<file path="config.mk">
export PLATFORM = sky130hd
export DESIGN_NAME = traffic_sequencer
export DESIGN_NICKNAME = d
export VERILOG_FILES = /design/src/rtl/traffic_sequencer.sv
export SDC_FILE = /design/constraint.sdc
export NUM_CORES = 1
export LEC_CHECK = 0
export BUFFER_PORTS_ARGS = -buffer_cell sky130_fd_sc_hd__buf_2
export CORE_UTILIZATION = 60
export CTS_BUF_LIST = sky130_fd_sc_hd__clkbuf_2 sky130_fd_sc_hd__clkbuf_4 sky130_fd_sc_hd__clkbuf_8
export DETAILED_ROUTE_END_ITERATION = 12
export GPL_TIMING_DRIVEN = 1
export MAX_ROUTING_LAYER = met4
export PLACE_DENSITY = 0.93
export SETUP_SLACK_MARGIN = 0.5
export SYNTH_ARGS = -nofsm -noshare
export SYNTH_HDL_FRONTEND = slang
export SYNTH_SLANG_ARGS = --single-unit
export TNS_END_PERCENT = 10
</file>
<file path="constraint.sdc">
create_clock -name clk -period 3.78 [get_ports clk]
set_clock_uncertainty 0.05 [all_clocks]
set_input_delay 0.189 -clock clk [delete_from_list [all_inputs] [get_ports clk]]
set_output_delay 0.189 -clock clk [all_outputs]
set_load 0.1 [all_outputs]
</file>
<file path="src/rtl/traffic_sequencer.sv">
// traffic_sequencer: one-green-at-a-time intersection sequencer with force-red skip,
// preferential preemption behind a minimum-green guarantee, and flashing-yellow attention mode.
module traffic_sequencer #(
  parameter int N_LIGHTS        = 4,
  parameter int GREEN_TICKS     = 8,
  parameter int MIN_GREEN_TICKS = 3,
  parameter int YELLOW_TICKS    = 3,
  parameter int CLEAR_TICKS     = 2
) (
  input  logic                        clk,
  input  logic                        rst_n,
  input  logic                        tick,
  input  logic                        attention,
  input  logic [N_LIGHTS-1:0]         force_reds,
  input  logic [N_LIGHTS-1:0]         preferentials,
  output logic [3*N_LIGHTS-1:0]       leds,
  output logic [$clog2(N_LIGHTS)-1:0] active,
  output logic [2:0]                  phase
);

  localparam int AW = $clog2(N_LIGHTS);
  localparam int GY_MAX = (GREEN_TICKS > YELLOW_TICKS) ? GREEN_TICKS : YELLOW_TICKS;
  localparam int MAX_TICKS = (GY_MAX > CLEAR_TICKS) ? GY_MAX : CLEAR_TICKS;
  localparam int TW = $clog2(MAX_TICKS) + 1;

  localparam logic [TW-1:0] GREEN_END  = TW'(GREEN_TICKS - 1);
  localparam logic [TW-1:0] MIN_END    = TW'(MIN_GREEN_TICKS - 1);
  localparam logic [TW-1:0] YELLOW_END = TW'(YELLOW_TICKS - 1);
  localparam logic [TW-1:0] CLEAR_END  = TW'(CLEAR_TICKS - 1);

  typedef enum logic [2:0] {
    S_CLEAR  = 3'd0,
    S_GREEN  = 3'd1,
    S_YELLOW = 3'd2,
    S_FLASH  = 3'd3,
    S_HOLD   = 3'd4
  } state_t;

  state_t                r_state, w_state_next;
  logic [AW-1:0]         r_active, w_active_next;
  logic [TW-1:0]         r_timer, w_timer_next;
  logic                  r_flash, w_flash_next;
  logic [3*N_LIGHTS-1:0] r_leds, w_leds_next;

  logic [N_LIGHTS-1:0]   w_pref_ok;
  logic [N_LIGHTS-1:0]   w_active_oh;
  logic                  w_preempt;
  logic                  w_any_free;
  logic                  w_pick_valid;
  logic [AW-1:0]         w_pick;
  logic [AW-1:0]         w_rr;

  genvar gi;
  generate
    for (gi = 0; gi < N_LIGHTS; gi++) begin : g_head
      assign w_pref_ok[gi]   = preferentials[gi] & ~force_reds[gi];
      assign w_active_oh[gi] = (r_active == AW'(gi));
      // Lamp image is derived from the next state so it lands in the same cycle as phase/active.
      assign w_leds_next[3*gi +: 3] =
          (w_state_next == S_FLASH)                                    ? {1'b0, w_flash_next, 1'b0} :
          (w_active_next != AW'(gi))                                   ? 3'b100 :
          (w_state_next == S_GREEN)                                    ? 3'b001 :
          (w_state_next == S_YELLOW)                                   ? 3'b010 : 3'b100;
    end
  endgenerate

  assign w_preempt  = |(w_pref_ok & ~w_active_oh);
  assign w_any_free = ~&force_reds;

  // Next green: lowest preferential wins, else first non-forced head after active (may wrap to itself).
  always_comb begin
    w_pick_valid = 1'b0;
    w_pick       = '0;
    w_rr         = r_active;
    for (int k = N_LIGHTS - 1; k >= 0; k--) begin
      if (w_pref_ok[AW'(k)]) begin
        w_pick_valid = 1'b1;
        w_pick       = AW'(k);
      end
    end
    if (!w_pick_valid) begin
      for (int k = 0; k < N_LIGHTS; k++) begin
        w_rr = (w_rr == AW'(N_LIGHTS - 1)) ? '0 : w_rr + AW'(1);
        if (!w_pick_valid && !force_reds[w_rr]) begin
          w_pick_valid = 1'b1;
          w_pick       = w_rr;
        end
      end
    end
  end

  always_comb begin
    w_state_next  = r_state;
    w_active_next = r_active;
    w_flash_next  = r_flash;
    if (tick) begin
      if (attention) begin
        w_state_next = S_FLASH;
        w_flash_next = (r_state == S_FLASH) ? ~r_flash : 1'b1;
      end else begin
        case (r_state)
          S_CLEAR: begin
            if (r_timer == CLEAR_END) begin
              if (w_pick_valid) begin
                w_state_next  = S_GREEN;
                w_active_next = w_pick;
              end else begin
                w_state_next = S_HOLD;
              end
            end
          end
          S_HOLD: begin
            if (w_any_free) w_state_next = S_CLEAR;
          end
          S_GREEN: begin
            if (force_reds[r_active] ||
                (w_preempt && (r_timer >= MIN_END)) ||
                ((r_timer == GREEN_END) && !preferentials[r_active]))
              w_state_next = S_YELLOW;
          end
          S_YELLOW: begin
            if (r_timer == YELLOW_END) w_state_next = S_CLEAR;
          end
          S_FLASH: begin
            w_state_next = S_CLEAR;
            w_flash_next = 1'b0;
          end
          default: w_state_next = S_CLEAR;
        endcase
      end
    end
  end

  // A green still standing at its last tick is being extended, so the timer parks there.
  always_comb begin
    w_timer_next = r_timer;
    if (w_state_next != r_state) begin
      w_timer_next = '0;
    end else if (tick) begin
      if (!((r_state == S_GREEN) && (r_timer == GREEN_END)) && (r_timer != '1))
        w_timer_next = r_timer + TW'(1);
    end
  end

  always_ff @(posedge clk or negedge rst_n) begin
    if (!rst_n) begin
      r_state  <= S_CLEAR;
      r_active <= AW'(N_LIGHTS - 1);
      r_timer  <= '0;
      r_flash  <= 1'b0;
      r_leds   <= {N_LIGHTS{3'b100}};
    end else begin
      r_state  <= w_state_next;
      r_active <= w_active_next;
      r_timer  <= w_timer_next;
      r_flash  <= w_flash_next;
      r_leds   <= w_leds_next;
    end
  end

  assign leds   = r_leds;
  assign active = r_active;
  assign phase  = r_state;

endmodule

</file>
==> flow_metrics.py <==
metrics = {
    "pwr": {
        "p_switching_uw": 777,
        "power_density_nw_per_um2": 888,
        "clkPwrFrac_pct": 8.9,
        "p_int_uw": 562,
        "swShare_pct": 58.0,
        "power.share.sequential_pct": 29.5,
        "combPwrFrac_pct": 61.6,
        "peakVddDrop_v": 0.000792,
        "power.leakage_nw": 0.690,
    },
    "timing": {
        "maxSlewViolCount": 0,
        "min_period_over_period_pct": 71.5,
        "post-route-min-period_ns": 2.70,
        "hold_viol": 0,
        "whs_ns": 0.185,
        "setup_tns_ns": 0,
        "fmax_mhz": 370,
        "max-slew-margin-rel_pct": 51.3,
        "setup_viol": 0,
        "tightestPinTransition_ns": 0.730,
        "rsz0062_at_grt": "no",
    },
    "synthesis": {
        "yosysWarnings": 0,
        "synthesis.area_sq_um": 1320,
        "synth_nets": 158,
        "synthFlopType": "dfrtp_1",
        "yosys.area.top_type": "dfrtp_1",
        "synth_top_area_share_pct": 30.3,
        "avgSynthCellArea_sq_um": 9.25,
        "synth.area.top_cells": "dfrtp_1 (30%), dfstp_2 (12%), nor2_1 (5.4%)",
        "yosysSeqAreaShare_pct": 42.2,
        "synth.most_common_cell": "nor2_1",
        "async_reset_ff_share_pct": 100,
        "syn-instance-count": 143,
        "synth_edf_count": 0,
        "ys_seq_elements": 22,
        "synth_common_cells": "nor2_1 (19), dfrtp_1 (16), nand2_1 (13)",
        "synth_cell_types": 40,
    },
    "place": {
        "place_inst": 193,
        "port_buffers": 28,
        "post-dp-hpwl_mm": 2.08,
        "gp_congestion": 0.825,
    },
    "global_route": {
        "grt.total_usage_pct": 27.2,
        "grt_pass1_wl_mm": 4.86,
        "antenna_found_initial": 0,
        "grt_overflow": 0,
        "grt_pass1_vias": 1083,
        "grt_max_degree": 23,
    },
    "worst_hold_path": {
        "hold_path.class": "input pin to flip-flop",
        "hold_depth": 2,
    },
    "route": {
        "drtIter0Drc": 37,
        "routed_wl_mm": 2.83,
        "drc": 0,
        "via_count": 1195,
        "antenna_left": 0,
        "firstDrtPassIters": 4,
        "drt-vias-per-instance": 6.04,
        "wl_per_cell_um": 14.3,
    },
    "critical_path": {
        "end_kind": "flip-flop",
        "rrSetupSlack_ns": 1.08,
        "cp_max_fo": 12,
        "path_class": "flip-flop to flip-flop",
        "start_kind": "flip-flop",
        "critical_path_required_ns": 3.96,
        "worstPathArrival_ns": 2.88,
        "reg2regPathDepth": 6,
    },
    "clock_network": {
        "cts_tree": "done",
        "post_cts_resize_count": 0,
        "root_buffer": "clkbuf_4",
        "clk_latency_ns": 0.32,
        "cts.htree.levels": 1,
        "cts_sinks": 22,
        "path_clk_slew_ns": 0.13,
        "cts_buffers": 3,
        "post-cts-setup-buffers": 0,
        "clockBufferDepth": 2,
        "cts_hold_buffers": 1,
    },
    "die": {
        "ios": 29,
        "core_sq_um": 2020,
        "fp.dieH_um": 49.0,
        "die_w_um": 49.0,
        "die_area_sq_um": 2400,
        "start_util_pct": 65.4,
        "num_rows": 16,
    },
    "layout": {
        "final_nets": 187,
        "drive_above_1_share_pct": 26.9,
        "diodes": 0,
        "fillers": 142,
        "stdcell_count": 198,
        "areaGrowthSynthToFinish_pct": 14.0,
        "fin_util_pct": 74.6,
    },
    "run_status": {
        "status": "finished clean",
    },
    "run": {
        "cap_violations": 0,
    },
}
-- power groups by stage --
stage | clock [mW] | combinational [mW] | sequential [mW]
after floorplan | 0 | 0.311 | 0.791
after global placement | 0 | 0.802 | 0.394
after detailed placement | 0 | 0.818 | 0.401
after CTS | 0.119 | 0.821 | 0.396
after global routing | 0.132 | 0.870 | 0.409
final | 0.119 | 0.824 | 0.395
-- flip-flops by register name, indices dropped and copies added, names as in the netlist --
register  count
leds         12
r_timer       4
phase         3
active        2
r_flash       1
-- cells by family (layout without fill, tap and decap cells) --
group                      Yosys count  after routing  synth area share [%]
xor gates and xnor gates             2              2                  1.32
DFF                                 22             22                  42.2
adders and majority gates            3              3                  2.84
muxes                                5              5                  5.77
and+or+nand+nor                     62             62                  24.0
AOI/OAI and AO/OA                   38             38                  20.0
buffers and inverters               11             39                  3.88
-- worst max-delay path: stages, from the launching register on --
cell     delay [ns]
dfstp_2        0.66
mux4_2         0.53
nor3_2         0.25
nor3_1         0.12
a21oi_1        0.61
o21ai_0        0.20
a21oi_1        0.21
-- cell usage in the layout (no fill, tap or decap), types with 3 or more instances in the layout --
cell type  count
dfrtp_1       16
dfstp_2        6
nor2b_1        4
a211oi_1       3
nand2b_1       4
nor3_1         7
ha_1           3
nand3_1        4
o21ai_0        8
nand2_1       13
nor2_1        19
inv_1          6
buf_2         28
clkbuf_4       4
a21oi_1       12
-- worst paths after layout --
path	start	endpoint
min in group asynchronous	rst_n	phase[0]
hold / removal	tick	phase[2]
setup reg to reg	active[0]	leds[5]
hold reg to reg	r_flash	r_flash
max in group asynchronous	rst_n	leds[8]
setup / recovery	active[0]	leds[5]
-- area by class of cell --
cell class | count | area, sq um | share of cell area, %
multi-input combinational | 110 | 713 | 47.3
sequential | 22 | 558 | 37.0
timing repair buffer | 29 | 150 | 9.96
tap | 27 | 33.8 | 2.24
clock buffer | 4 | 30.0 | 1.99
inverter | 6 | 22.5 | 1.49
-- per-stage QoR --
| step | total power [mW] | cell area, sq um | setup slack [ns] |
|---|---|---|---|
| after global routing | 1.41 | 1510 | 0.805 |
| after global placement | 1.20 | 1470 | 1.32 |
| after detailed placement | 1.22 | 1470 | 1.15 |
| after floorplan | 1.10 | 1320 | 1.23 |
| after CTS | 1.34 | 1510 | 1.09 |
| final | 1.34 | 1510 | 1.08 |
-- metal layers --
metal,track usage (%),part of all wire (%)
met4,14.2,3.7
met1,34.8,43
met3,3.12,5.9
met5,-,0
met2,42.6,47
No activity file was read; power rests on OpenSTA's default activity.
